## config.mk

```make
export PLATFORM = sky130hd
export DESIGN_NAME = mem_request_arbiter_flat
export DESIGN_NICKNAME = d
export VERILOG_FILES = /design/src/rtl/mem_request_arbiter_pkg.sv /design/src/rtl/mem_request_arbiter_if.sv /design/src/rtl/mem_request_arbiter_access_timer.sv /design/src/rtl/mem_request_arbiter.sv /design/src/flat_wrapper.sv
export SDC_FILE = /design/constraint.sdc
export NUM_CORES = 1
export LEC_CHECK = 0
export ABC_CLOCK_PERIOD_IN_PS = 6500
export BUFFER_PORTS_ARGS = -buffer_cell sky130_fd_sc_hd__buf_2
export CORE_MARGIN = 5
export CORE_UTILIZATION = 46
export CTS_CLUSTER_SIZE = 24
export DETAILED_ROUTE_END_ITERATION = 6
export GPL_TIMING_DRIVEN = 0
export PLACE_DENSITY = 0.87
export SLEW_MARGIN = 25
export SYNTH_ARGS = -nofsm -noshare
export SYNTH_HDL_FRONTEND = slang
export SYNTH_HIERARCHICAL = 1
export SYNTH_SLANG_ARGS = --single-unit
```

## constraint.sdc

```tcl
create_clock -name CLK -period 6.5 [get_ports CLK]
set_input_delay 0.65 -clock CLK [delete_from_list [all_inputs] [get_ports CLK]]
set_output_delay 0.65 -clock CLK [all_outputs]
set_load 0.02 [all_outputs]
```

## src/rtl/mem_request_arbiter_pkg.sv

```systemverilog
`default_nettype none
// +--------------------------------------------------------------------------+
// | Module      : mem_request_arbiter_pkg                                    |
// | Description : Shared CPU memory types plus arbiter state/port encodings  |
// |               and the port-selection helper used on every grant.         |
// | Revision    : 1.0  initial release                                       |
// +--------------------------------------------------------------------------+
package mem_request_arbiter_pkg;

  localparam int c_WORD_W = 32;

  typedef logic [c_WORD_W-1:0] word_t;

  typedef enum logic [1:0] {
    FREE   = 2'd0,
    BUSY   = 2'd1,
    ACCESS = 2'd2,
    ERROR  = 2'd3
  } ramstate_t;

  typedef enum logic [1:0] {
    IDLE = 2'd0,
    IREQ = 2'd1,
    DREQ = 2'd2,
    ERR  = 2'd3
  } arb_state_t;

  typedef enum logic {
    INSTR = 1'b0,
    DATA  = 1'b1
  } arb_port_t;

  // With both ports pending the one not served last wins; otherwise the
  // single pending port wins. Only meaningful when at least one is pending.
  function automatic arb_port_t pick_port(input logic      ipend,
                                          input logic      dpend,
                                          input arb_port_t last);
    arb_port_t port;
    port = INSTR;
    if (dpend && (!ipend || (last == INSTR))) begin
      port = DATA;
    end
    return port;
  endfunction

endpackage
`default_nettype wire

```

## src/rtl/mem_request_arbiter_if.sv

```systemverilog
`default_nettype none
// +--------------------------------------------------------------------------+
// | Module      : mem_request_arbiter_if                                     |
// | Description : CPU request ports and RAM bus seen by the memory arbiter.  |
// | Revision    : 1.0  initial release                                       |
// +--------------------------------------------------------------------------+
interface mem_request_arbiter_if #(
  parameter int ADDR_W = 32,
  parameter int WORD_W = 32
);
  import mem_request_arbiter_pkg::*;

  // instruction port
  logic              iREN;
  logic [ADDR_W-1:0] iaddr;
  logic [WORD_W-1:0] iload;
  logic              iwait;
  // data port
  logic              dREN;
  logic              dWEN;
  logic [ADDR_W-1:0] daddr;
  logic [WORD_W-1:0] dstore;
  logic [WORD_W-1:0] dload;
  logic              dwait;
  logic              halt;
  // RAM side
  logic              ramREN;
  logic              ramWEN;
  logic [ADDR_W-1:0] ramaddr;
  logic [WORD_W-1:0] ramstore;
  logic [WORD_W-1:0] ramload;
  ramstate_t         ramstate;
  logic              err;

  // arbiter side
  modport slave (
    input  iREN, iaddr, dREN, dWEN, daddr, dstore, halt, ramload, ramstate,
    output iload, iwait, dload, dwait, ramREN, ramWEN, ramaddr, ramstore, err
  );

  // requester / RAM-model side
  modport master (
    output iREN, iaddr, dREN, dWEN, daddr, dstore, halt, ramload, ramstate,
    input  iload, iwait, dload, dwait, ramREN, ramWEN, ramaddr, ramstore, err
  );

endinterface
`default_nettype wire

```

## src/rtl/mem_request_arbiter_access_timer.sv

```systemverilog
`default_nettype none
// +--------------------------------------------------------------------------+
// | Module      : access_timer                                               |
// | Description : Counts grant cycles without ACCESS; flags the cycle whose  |
// |               count would bring the timer to TIMEOUT-1.                  |
// | Revision    : 1.0  initial release                                       |
// +--------------------------------------------------------------------------+
module access_timer #(
  parameter int TIMEOUT = 16
) (
  input  logic clk,
  input  logic rst_n,
  input  logic i_clear,
  input  logic i_count,
  output logic o_expired
);

  localparam int              c_TW    = (TIMEOUT <= 2) ? 1 : $clog2(TIMEOUT);
  localparam logic [c_TW-1:0] c_LIMIT = c_TW'(TIMEOUT - 2);

  logic [c_TW-1:0] r_timer;

  // Waiting-cycle counter; cleared on completion and whenever no grant is open.
  always_ff @(posedge clk or negedge rst_n) begin
    if (!rst_n) begin
      r_timer <= '0;
    end else if (i_clear) begin
      r_timer <= '0;
    end else if (i_count) begin
      r_timer <= r_timer + 1'b1;
    end
  end

  // Expiry is seen one cycle early so the FSM enters ERR exactly as the
  // timer reaches TIMEOUT-1.
  assign o_expired = i_count && (r_timer == c_LIMIT);

endmodule
`default_nettype wire

```

## src/rtl/mem_request_arbiter.sv

```systemverilog
`default_nettype none
// +--------------------------------------------------------------------------+
// | Module      : mem_request_arbiter                                        |
// | Description : Arbitrates instruction and data requests onto a single-    |
// |               ported RAM, one transaction at a time, with fairness,      |
// |               grant latching, timeout and sticky error reporting.        |
// | Revision    : 1.0  initial release                                       |
// +--------------------------------------------------------------------------+
module mem_request_arbiter
  import mem_request_arbiter_pkg::*;
#(
  parameter int ADDR_W  = 32,
  parameter int WORD_W  = 32,
  parameter int TIMEOUT = 16
) (
  input  logic                 CLK,
  input  logic                 nRST,
  mem_request_arbiter_if.slave bus
);

  arb_state_t        r_state;
  arb_state_t        w_state_next;
  arb_port_t         r_last;
  arb_port_t         w_last_next;
  arb_port_t         w_grant_port;
  arb_port_t         w_serving;
  logic              r_wr;
  logic [ADDR_W-1:0] r_addr;
  logic [WORD_W-1:0] r_data;
  logic              w_ipend;
  logic              w_dpend;
  logic              w_in_grant;
  logic              w_access;
  logic              w_grant;
  logic              w_expired;
  logic              w_tmr_clear;
  logic              w_tmr_count;

  assign w_ipend     = bus.iREN && !bus.halt;
  assign w_dpend     = bus.dREN || bus.dWEN;
  assign w_in_grant  = (r_state == IREQ) || (r_state == DREQ);
  assign w_access    = (bus.ramstate == ACCESS);
  assign w_serving   = (r_state == DREQ) ? DATA : INSTR;
  assign w_tmr_clear = !w_in_grant || w_access;
  assign w_tmr_count = w_in_grant && !w_access;

  access_timer #(
    .TIMEOUT (TIMEOUT)
  ) u_access_timer (
    .clk       (CLK),
    .rst_n     (nRST),
    .i_clear   (w_tmr_clear),
    .i_count   (w_tmr_count),
    .o_expired (w_expired)
  );

  // FSM state and fairness history register.
  always_ff @(posedge CLK or negedge nRST) begin
    if (!nRST) begin
      r_state <= IDLE;
      r_last  <= INSTR;
    end else begin
      r_state <= w_state_next;
      r_last  <= w_last_next;
    end
  end

  // Next-state logic: grant from IDLE, or chain straight into the next
  // grant on completion so back-to-back accesses need no IDLE bubble.
  always_comb begin
    w_state_next = r_state;
    w_last_next  = r_last;
    w_grant      = 1'b0;
    w_grant_port = INSTR;
    case (r_state)
      IDLE: begin
        if (w_ipend || w_dpend) begin
          w_grant      = 1'b1;
          w_grant_port = pick_port(w_ipend, w_dpend, r_last);
          w_state_next = (w_grant_port == DATA) ? DREQ : IREQ;
        end
      end
      IREQ, DREQ: begin
        if ((bus.ramstate == ERROR) || w_expired) begin
          w_state_next = ERR;
        end else if (w_access) begin
          w_last_next = w_serving;
          if (w_ipend || w_dpend) begin
            w_grant      = 1'b1;
            w_grant_port = pick_port(w_ipend, w_dpend, w_serving);
            w_state_next = (w_grant_port == DATA) ? DREQ : IREQ;
          end else begin
            w_state_next = IDLE;
          end
        end
      end
      ERR: begin
        w_state_next = ERR;
      end
      default: begin
        w_state_next = IDLE;
      end
    endcase
  end

  // Grant latches: the RAM is driven only from these, so request-side
  // changes after the grant edge cannot disturb an access in flight.
  always_ff @(posedge CLK or negedge nRST) begin
    if (!nRST) begin
      r_wr   <= 1'b0;
      r_addr <= '0;
      r_data <= '0;
    end else if (w_grant) begin
      r_addr <= (w_grant_port == DATA) ? bus.daddr : bus.iaddr;
      r_data <= bus.dstore;
      r_wr   <= (w_grant_port == DATA) && bus.dWEN;
    end
  end

  assign bus.ramREN   = w_in_grant && !r_wr;
  assign bus.ramWEN   = w_in_grant && r_wr;
  assign bus.ramaddr  = r_addr;
  assign bus.ramstore = r_data;
  assign bus.iwait    = !((r_state == IREQ) && w_access);
  assign bus.dwait    = !((r_state == DREQ) && w_access);
  assign bus.iload    = bus.ramload;
  assign bus.dload    = bus.ramload;
  assign bus.err      = (r_state == ERR);

endmodule
`default_nettype wire

```

## src/flat_wrapper.sv

```systemverilog
// flat-port wrapper written by rule: the top's interface ports become plain ports
module mem_request_arbiter_flat import mem_request_arbiter_pkg::*;
#(
  parameter int ADDR_W  = 32,
  parameter int WORD_W  = 32,
  parameter int TIMEOUT = 16
)
  (CLK, nRST, bus_iREN, bus_iaddr, bus_dREN, bus_dWEN, bus_daddr, bus_dstore, bus_halt, bus_ramload, bus_ramstate, bus_iload, bus_iwait, bus_dload, bus_dwait, bus_ramREN, bus_ramWEN, bus_ramaddr, bus_ramstore, bus_err);
  mem_request_arbiter_if #(.ADDR_W(ADDR_W), .WORD_W(WORD_W)) bus_i ();
  input  logic CLK;
  input  logic nRST;
  input wire logic [$bits(bus_i.iREN)-1:0] bus_iREN;
  input wire logic [$bits(bus_i.iaddr)-1:0] bus_iaddr;
  input wire logic [$bits(bus_i.dREN)-1:0] bus_dREN;
  input wire logic [$bits(bus_i.dWEN)-1:0] bus_dWEN;
  input wire logic [$bits(bus_i.daddr)-1:0] bus_daddr;
  input wire logic [$bits(bus_i.dstore)-1:0] bus_dstore;
  input wire logic [$bits(bus_i.halt)-1:0] bus_halt;
  input wire logic [$bits(bus_i.ramload)-1:0] bus_ramload;
  input wire logic [$bits(bus_i.ramstate)-1:0] bus_ramstate;
  output wire logic [$bits(bus_i.iload)-1:0] bus_iload;
  output wire logic [$bits(bus_i.iwait)-1:0] bus_iwait;
  output wire logic [$bits(bus_i.dload)-1:0] bus_dload;
  output wire logic [$bits(bus_i.dwait)-1:0] bus_dwait;
  output wire logic [$bits(bus_i.ramREN)-1:0] bus_ramREN;
  output wire logic [$bits(bus_i.ramWEN)-1:0] bus_ramWEN;
  output wire logic [$bits(bus_i.ramaddr)-1:0] bus_ramaddr;
  output wire logic [$bits(bus_i.ramstore)-1:0] bus_ramstore;
  output wire logic [$bits(bus_i.err)-1:0] bus_err;
  assign bus_i.iREN = bus_iREN;
  assign bus_i.iaddr = bus_iaddr;
  assign bus_i.dREN = bus_dREN;
  assign bus_i.dWEN = bus_dWEN;
  assign bus_i.daddr = bus_daddr;
  assign bus_i.dstore = bus_dstore;
  assign bus_i.halt = bus_halt;
  assign bus_i.ramload = bus_ramload;
  assign bus_i.ramstate = bus_ramstate;
  assign bus_iload = bus_i.iload;
  assign bus_iwait = bus_i.iwait;
  assign bus_dload = bus_i.dload;
  assign bus_dwait = bus_i.dwait;
  assign bus_ramREN = bus_i.ramREN;
  assign bus_ramWEN = bus_i.ramWEN;
  assign bus_ramaddr = bus_i.ramaddr;
  assign bus_ramstore = bus_i.ramstore;
  assign bus_err = bus_i.err;
  mem_request_arbiter #(.ADDR_W(ADDR_W), .WORD_W(WORD_W), .TIMEOUT(TIMEOUT)) u_core (.CLK(CLK), .nRST(nRST), .bus(bus_i));
endmodule
```

# == Yosys cells after proc, flatten, opt, wreduce, memory -nomap -nowiden ==
# Index checks and enable logic that the tools add are counted.
# totals
reg_bits,72
input_bits,136
wordCells,75
# classes
addsub,1
n_eq_ne,8
mux,28
n_bitwise,3
n_reduce_logical,29
# op_table
operator,n
$mux 32,1
$mux 1,16
$mux 2,6
$logic_and 1x1->1,10
$eq 2x2->1 const B,4
$mux 4,2
$logic_not 1->1,7
$logic_or 1x1->1,7
$pmux 2 s3,1
$add 4x1->4 const B,1
$eq 4x4->1 const B,1
$pmux 1 s2,2
$ne 3x1->1 const B,1
$not 1->1,3
$reduce_and 3->1,1
$eq 2x1->1 const B,1
$logic_not 2->1,1
$ne 2x1->1 const B,1
$reduce_and 2->1,1
$reduce_bool 2->1,1
$reduce_or 2->1,1

# == Logic depth before layout (Yosys ltp) ==
# Gate-level depths: netlist (run 1).
# logic_depth
ltp_word,15
ltp_mapped,11
depth_no_buf,9

# == Modules after synthesis ==
# Netlist (run 1), hierarchy kept.
# by_module_without_submodules
mod,n_inst,cells_per_inst,area_each_um2,seq_area_each_um2
mem_request_arbiter,1,421,3833.7,1701.6
access_timer,1,20,222.7,100.1

# == Least setup slack after synthesis (run 1) ==
# No wires, ideal clock.
# synth_timing
kind,reg2reg
start,register u_core.r_state[0]
end,"register u_core.r_addr[2], in the netlist u_core/bus.ramaddr[2]"
setup_ns,0.134
t_arrival_ns,2.458
t_required_ns,6.366
path_slack_ns,3.909
path_stages_with_launch,12
path_buffers,2
path_cell_list,dfrtp_1 inv_1 ha_1 nand2_1 inv_1 and4_1 nand4bb_4 nor4_4 or2_2 buf_4 buf_6 o211ai_1
# synth_via
elab_cells_between_ends,24
cone_classes,2 x eq/ne; 13 x mux; 1 x bitwise; 8 x reduce/logical
# synth_rtl
item,line,text
start: declaration,mem_request_arbiter.sv:21,arb_state_t r_state;
start signal: assignment,mem_request_arbiter.sv:63,r_state <= w_state_next;
$eq 2x1->1 or $eq 2x2->1 (tied branches),mem_request_arbiter.sv:41,assign w_in_grant = (r_state == IREQ) || (r_state == DREQ);
$logic_or 1x1->1 (*),mem_request_arbiter.sv:41,
$logic_and 1x1->1 (*),mem_request_arbiter.sv:45,assign w_tmr_count = w_in_grant && !w_access;
named net u_core.w_tmr_count,mem_request_arbiter.sv:37,logic w_tmr_count;
$logic_and 1x1->1 (*),mem_request_arbiter_access_timer.sv:36,assign o_expired = i_count && (r_timer == c_LIMIT);
named net u_core.w_expired,mem_request_arbiter.sv:35,logic w_expired;
$logic_or 1x1->1 (*),mem_request_arbiter.sv:84,if ((bus.ramstate == ERROR) || w_expired) begin
$mux 1,mem_request_arbiter.sv:84,
$pmux 1 s2,mem_request_arbiter.sv:75,case (r_state)
$mux 32,mem_request_arbiter.sv:114,r_addr <= (w_grant_port == DATA) ? bus.daddr : bus.iaddr;
end signal: assignment,mem_request_arbiter.sv:114,
end: declaration,mem_request_arbiter.sv:28,logic [ADDR_W-1:0] r_addr;
# The timed path passes the listed nets; every way through them passes the cells marked *. The select of a mux whose other input is x is not followed.
# A chain may end at the register's enable or synchronous reset.

# == Worst setup path after layout (run 1) ==
# layout_timing
start,register u_core.r_state[0]
end,"register u_core.r_addr[12], in the netlist u_core/bus.ramaddr[12]"
# The elaborated chain is that of the path after synthesis.

==> out/metrics.cfg, run 1 <==
[status]
status = complete, no violations

[sta]
period_share_pct = 46.82
finalWorstSetupSlack_ns = 3.457
skew_ns = 0.009179
relSlewSlack_pct = 56.32
tns_ns = 0
fmax_mhz = 328.6
setup_viol = 0
maxSlewViolCount = 0
worstMarginPinSlew_ns = 0.6552
rsz0062_at_grt = no
report.final.hold_viol_count = 0
min_period_ns = 3.043

[global_routing]
grt_remaining_overflow = 0
grt_first_pass_wirelength_um = 20000
grt_max_degree = 48
antenna_found_initial = 0
globalRouteTotalUtil_pct = 22.08
grt_pass1_vias = 4145

[floorplanning]
die_w_um = 103.9
fp-row-count = 34
die_y_um = 103.9
core_region_area_mm2 = 0.008678
initial_core_util_pct = 46.74
io_pins = 269
fp.dieArea_mm2 = 0.01080

[worst_setup_path]
worstPathArrival_ns = 3.25
crit_fanout = 10
path_cells = inv_1, ha_1, nand2_1, inv_1, and4_1, nand4bb_4, nor4_4, or2_2, buf_4, buf_6, o211ai_2
end_kind = register
worst_setup_path_start_kind = register
criticalPathCategory = register to register
crit_required_ns = 6.70
slowest_stage = nor4_4
r2r_cells = 11
max_stage_delay_ns = 0.45
cp_common_cell = inv_1

[logic_synthesis]
synth.distinct_cells = 41
synth_seq_cells = 72
synth_fp_nets = 584
synthFlopType = dfrtp_1
syn-cell-area_mm2 = 0.004056
async_reset_ff_share_pct = 100.0
avgSynthCellArea_um2 = 9.198
synth_edf_count = 0
ys_warn_count = 6
synthCells = 441
yosysSeqAreaShare_pct = 44.42

[worst_hold_path]
hold_class = primary input to asynchronous set/reset pin

[routing]
vias_per_cell = 4.914
drt_pass1_iterations = 4
ant_nets = 0
wl_per_cell_um = 15.18
num_vias = 3941
drc = 0
routed_wl_um = 12170
first_iter_violations = 157

[final_layout]
final_cell_mix = buf_2 (244), nand2_1 (164), dfrtp_1 (72)
area_delta_synth_final_pct = 38.62
postLayoutCoreUtil_pct = 64.79
drive_gt1_share_pct = 53.46
final_nets = 832
diodes = 0
final_common_cell = buf_2

[placed_design]
hpwl_um = 9877
port_buffers = 236
gp_congestion = 0.7790
place_ws_ns = 3.441

[clock_tree]
root_buffer = clkbuf_8
cts_max_level = 3
cts_setup_buffers = 0
numCtsBuffers = 9
clkSlewWorstSetupHoldPaths_ns = 0.08
clkLatencyLatePin_ns = 0.33
tritoncts = yes
cts.path.max_buffers = 2
cts_hold_buffers = 0
cts-resized-gates = 0
clock_sinks = 72

[pwr]
peakVddDrop_mv = 0.1075
leakage_nw = 3.106
p_per_area_mw_per_mm2 = 198.8

[job]
drv_cap = 0

## registers in the layout, summed over array words and instances (netlist names)
| register | count |
|---|---|
| u_core/u_access_timer/r_timer | 4 |
| u_core/r_state | 2 |
| u_core/bus.ramaddr | 32 |
| u_core/bus.ramstore | 32 |
| u_core/r_last | 1 |
| u_core/r_wr | 1 |
## cell type report
| class | instances | area (µm²) |
|---|---|---|
| fill | 731 | 3055 |
| sequential | 72 | 1802 |
| multi-input combinational | 277 | 1609 |
| timing repair buffer | 237 | 1211 |
| buffer | 87 | 626.9 |
| tap | 108 | 135.1 |
| clock buffer | 10 | 127.6 |
| clock inverter | 6 | 92.59 |
| inverter | 5 | 18.77 |
## power breakdown
part | switching [W] | internal [W]
sequential | 0.0000157 | 0.000477
combinational | 0.000129 | 0.000102
clock | 0.000176 | 0.000218
total | 0.000320 | 0.000798
## worst max-delay path: cells and delay by family, from the launching register on
family	cells	cell delay [ns]
AND/OR/NAND/NOR	5	1.39
buffers and inverters	4	0.58
flip-flops	1	0.41
adder cells (fa/ha/maj)	1	0.41
AO/OA/AOI/OAI	1	0.11
## path summary, 6_finish.rpt
| kind | from | to | slack [ns] |
|---|---|---|---|
| worst min-delay path | nRST | u_core/r_last | 0.22 |
| worst max register to register | u_core/r_state[0] | u_core/bus.ramaddr[12] | 3.46 |
| max in group asynchronous | nRST | u_core/bus.ramstore[21] | 5.72 |
| worst max-delay path | u_core/r_state[0] | u_core/bus.ramaddr[12] | 3.46 |
| min in group CLK | u_core/bus.ramstore[17] | u_core/bus.ramstore[17] | 0.47 |
| worst min register to register | u_core/bus.ramstore[17] | u_core/bus.ramstore[17] | 0.47 |
## cell usage after synthesis (2+ instances only)
master	instances	share of area [%]
o21ai_0	35	4.3
nor2_1	3	0.28
o211ai_1	4	0.74
buf_2	9	1.1
a21oi_1	2	0.25
buf_6	6	1.7
nand2_1	164	15
ha_1	7	2.2
dfrtp_1	72	44
nor2b_1	3	0.46
nand2b_1	3	0.46
clkbuf_1	7	0.65
o211ai_2	28	8.6
a31oi_1	2	0.31
inv_1	5	0.46
and3b_1	2	0.43
buf_4	65	12
## layer usage
metal	global-route usage, %	wire length, µm	part of all wire (%)
met4	6.846	173	1.4
met1	26.68	4623	38
met5	0	0	0
met2	37.89	6201	51
met3	6.456	1172	9.6
## through the flow
| stage | instance area (µm²) | cells | hold WS [ns] | power, W |
|---|---|---|---|---|
| floorplan | 4056 | 441 | 0.3544 | 0.0006313 |
| global placement | 5373 | 785 | 0.4537 | 0.0007262 |
| detailed placement | 5403 | 786 | 0.4577 | 0.0007353 |
| CTS | 5623 | 802 | 0.2211 | 0.001131 |
| global route | 5623 | 802 | 0.2291 | 0.001174 |
| finish | 5623 | 802 | 0.2245 | 0.001118 |
## cell families (layout without fill, tap and decap cells)
kind of cell	count (synthesis)	count (layout)	synth area share (%)
buf+inv	92	345	15.92
mux	2	2	0.6476
xor+xnor	1	1	0.2160
simple gates	187	187	20.08
flops	72	72	44.42
fa+ha+maj	7	7	2.159
compound gates	80	80	16.56
(Power assumes the default switching activity.)
==> run 2: changes to the inputs <==
--- a/config.mk
+++ b/config.mk
@@ -5,14 +5,15 @@
 export SDC_FILE = /design/constraint.sdc
 export NUM_CORES = 1
 export LEC_CHECK = 0
-export ABC_CLOCK_PERIOD_IN_PS = 6500
+export ABC_AREA = 1
+export ABC_CLOCK_PERIOD_IN_PS = 2700
 export BUFFER_PORTS_ARGS = -buffer_cell sky130_fd_sc_hd__buf_2
 export CORE_MARGIN = 5
-export CORE_UTILIZATION = 46
+export CORE_UTILIZATION = 39
 export CTS_CLUSTER_SIZE = 24
 export DETAILED_ROUTE_END_ITERATION = 6
 export GPL_TIMING_DRIVEN = 0
-export PLACE_DENSITY = 0.87
+export PLACE_DENSITY = 0.78
 export SLEW_MARGIN = 25
 export SYNTH_ARGS = -nofsm -noshare
 export SYNTH_HDL_FRONTEND = slang
==> constraint.sdc (replaced) <==
create_clock -name CLK -period 2.7 [get_ports CLK]
set_input_delay 0.27 -clock CLK [delete_from_list [all_inputs] [get_ports CLK]]
set_output_delay 0.27 -clock CLK [all_outputs]
set_load 0.02 [all_outputs]
==> out/metrics.cfg, run 2 <==
[sta]
skew_ns = 0.01748
maxSlewViolCount = 0
setup_viol = 0
fmax_mhz = 409.0
rsz0062_at_grt = yes
tns_ns = 0
report.final.hold_viol_count = 0
period_share_pct = 90.57
worstMarginPinSlew_ns = 0.5275
finalWorstSetupSlack_ns = 0.2547
relSlewSlack_pct = 64.84
min_period_ns = 2.445

[worst_setup_path]
end_kind = register
crit_required_ns = 2.97
path_cells = inv_1, ha_1, inv_2, nor2_4, nand2_1, nor2_1, nor2_2, nand2_2, nand2_1, nand3_1, buf_4, clkbuf_4, nand2_1, nand2_1
slowest_stage = dfrtp_1
path_buf_inv = 4
criticalPathCategory = register to register
cp_common_cell = nand2_1
crit_fanout = 10
cpLargestDelayFamily = simple AND/OR/NAND/NOR gates
max_stage_delay_ns = 0.43
worstPathArrival_ns = 2.71
worst_setup_path_start_kind = register

[floorplanning]
die_y_um = 113
core_region_area_mm2 = 0.01032
fp.dieArea_mm2 = 0.01277
fp-row-count = 37
io_pins = 269
die_w_um = 113
initial_core_util_pct = 40.08

[worst_hold_path]
hold_class = primary input to register

[logic_synthesis]
synth.distinct_cells = 21
synthTopCellsByArea = dfrtp_1 (44%), nand2_1 (20%), buf_4 (12%)
yosys-top-cells-count = nand2_1 (221), inv_1 (77), nand3_1 (73)
synth_seq_cells = 72
yosysSeqAreaShare_pct = 43.54
synth_edf_count = 0
synthSimpleGateAreaFrac_pct = 30.57
synth_fa_ha_area_share_pct = 2.117
avgSynthCellArea_um2 = 7.362
async_reset_ff_share_pct = 100.0
synth_mux_area_share_pct = 0.2721
synth-xor-area-share_pct = 0
synthFlopType = dfrtp_1
synth_compound_area_share_pct = 1.361
yosysTopAreaCell = dfrtp_1
synth_top_family_by_area = simple AND/OR/NAND/NOR gates
ys_warn_count = 6
synthCells = 562
synth_fp_nets = 705
netlist.area_leader.share_pct = 43.54
synth_most_common_cell = nand2_1
syn-cell-area_mm2 = 0.004138

[final_layout]
final-seq-area_mm2 = 0.001802
n_fill_cell = 1008
final_cell_area_mm2 = 0.005769
diodes = 0
drive_gt1_share_pct = 42.40
final_cell_mix = buf_2 (241), nand2_1 (221), inv_1 (77)
final_nets = 954
multiInputGateArea_mm2 = 0.001428
final_common_cell = buf_2
postLayoutCoreUtil_pct = 55.88
area_delta_synth_final_pct = 39.43

[clock_tree]
cts_max_level = 3
clock_sinks = 72
root_buffer = clkbuf_8
tritoncts = yes
cts.path.max_buffers = 2
numCtsBuffers = 9
clkSlewWorstSetupHoldPaths_ns = 0.09
clkLatencyLatePin_ns = 0.34
cts_setup_buffers = 0

[global_routing]
grt_first_pass_wirelength_um = 18740
grt.busiest_layer = met2
grt_remaining_overflow = 0
globalRouteTotalUtil_pct = 17.86
grt_pass1_vias = 4059
grt_use_met2_pct = 32.15
grt_util_met3_pct = 4.492
antenna_found_initial = 0
grt_max_degree = 46
globalRouteMet1Util_pct = 21.39

[pwr]
peakVddDrop_mv = 0.5847
leakage_nw = 3.659
p_per_area_mw_per_mm2 = 1132

[placed_design]
port_buffers = 236
place_area_mm2 = 0.005519
hpwl_um = 9539
place_ws_ns = -0.03844
gp_congestion = 0.8185

[job]
drv_cap = 0

[routing]
drc = 0
wl_per_cell_um = 12.74
vias_per_cell = 4.377
routed_wl_um = 12130
ant_nets = 0
num_vias = 4167
first_iter_violations = 258
drt_pass1_iterations = 4

[status]
status = complete, no violations

[run 2: changes by cell type in the layout (fill, tap and decap cells not counted), sizes merged, moves of 6 or more]
cell / change
o21ai: -31
nand2: +59
inv: +76
o211ai: -32
nor2: +6
nand3: +73
[run 2: cell families (layout without fill, tap and decap cells)]
| family | after synthesis | count (layout) |
|---|---|---|
| buffers and inverters | 167 | 421 |
| adder cells (fa/ha/maj) | 7 | 7 |
| multiplexers | 1 | 1 |
| AND/OR/NAND/NOR | 306 | 306 |
| flip-flops | 72 | 72 |
| AO/OA/AOI/OAI | 9 | 9 |
[run 2: cell type report]
class,count,area share [%]
inverters,81,5.270
clock buffers,10,2.212
flip-flops and latches,72,31.23
clock inverters,6,1.561
repair buffers,238,21.17
plain buffers,86,10.87
multi-input cells,323,24.75
well taps,136,2.949
[run 2: report_power, final]
group | switching (W) | leakage, nW | internal, W
Combinational | 0.00243 | 2.66 | 0.00125
Clock | 0.000426 | 0.107 | 0.000526
Sequential | 0.000282 | 0.892 | 0.00161
Total | 0.00314 | 3.66 | 0.00339
[run 2: what timing repair did]
action,4_1_cts,5_1_grt
endpoints found under the setup margin,50,53
gates resized for setup,1,8
pin swaps,0,0
hold buffers,1,0
endpoints found under the hold margin,27,0
[run 2: tightest hold or removal path: stages]
cell and delay (ns):
buf_2 0.07, nand2_1 0.04, nand2_1 0.04
[run 2: metal layers]
layer / vias to the layer above / part of all wire, %
li1: 2117 / -
met1: 1890 / 41
met2: 150 / 51
met3: 10 / 8.1
met4: 0 / 0.73
met5: - / 0
[run 2: final timing paths]
path / startpoint / endpoint / slack [ns] / depth (start not counted)
worst min-delay path: bus_dstore[29] / u_core/bus.ramstore[29] / 0.12 / 3
worst max-delay path: u_core/r_state[1] / u_core/bus.ramaddr[6] / 0.25 / 14
worst min register to register: u_core/bus.ramaddr[31] / u_core/bus.ramaddr[31] / 0.48 / 2
max in group asynchronous: nRST / u_core/bus.ramaddr[25] / 1.74 / 3
worst max register to register: u_core/r_state[1] / u_core/bus.ramaddr[6] / 0.25 / 14
min in group asynchronous: nRST / u_core/bus.ramstore[7] / 0.39 / 2
[run 2: stage by stage]
step,cells,hold slack [ns],power (W)
after floorplan,562,-0.02559,0.004349
after global placement,934,0.4569,0.005489
after detailed placement,935,0.2208,0.005590
after CTS,952,0.09577,0.006574
after global routing,952,0.1006,0.007045
final,952,0.1176,0.006533
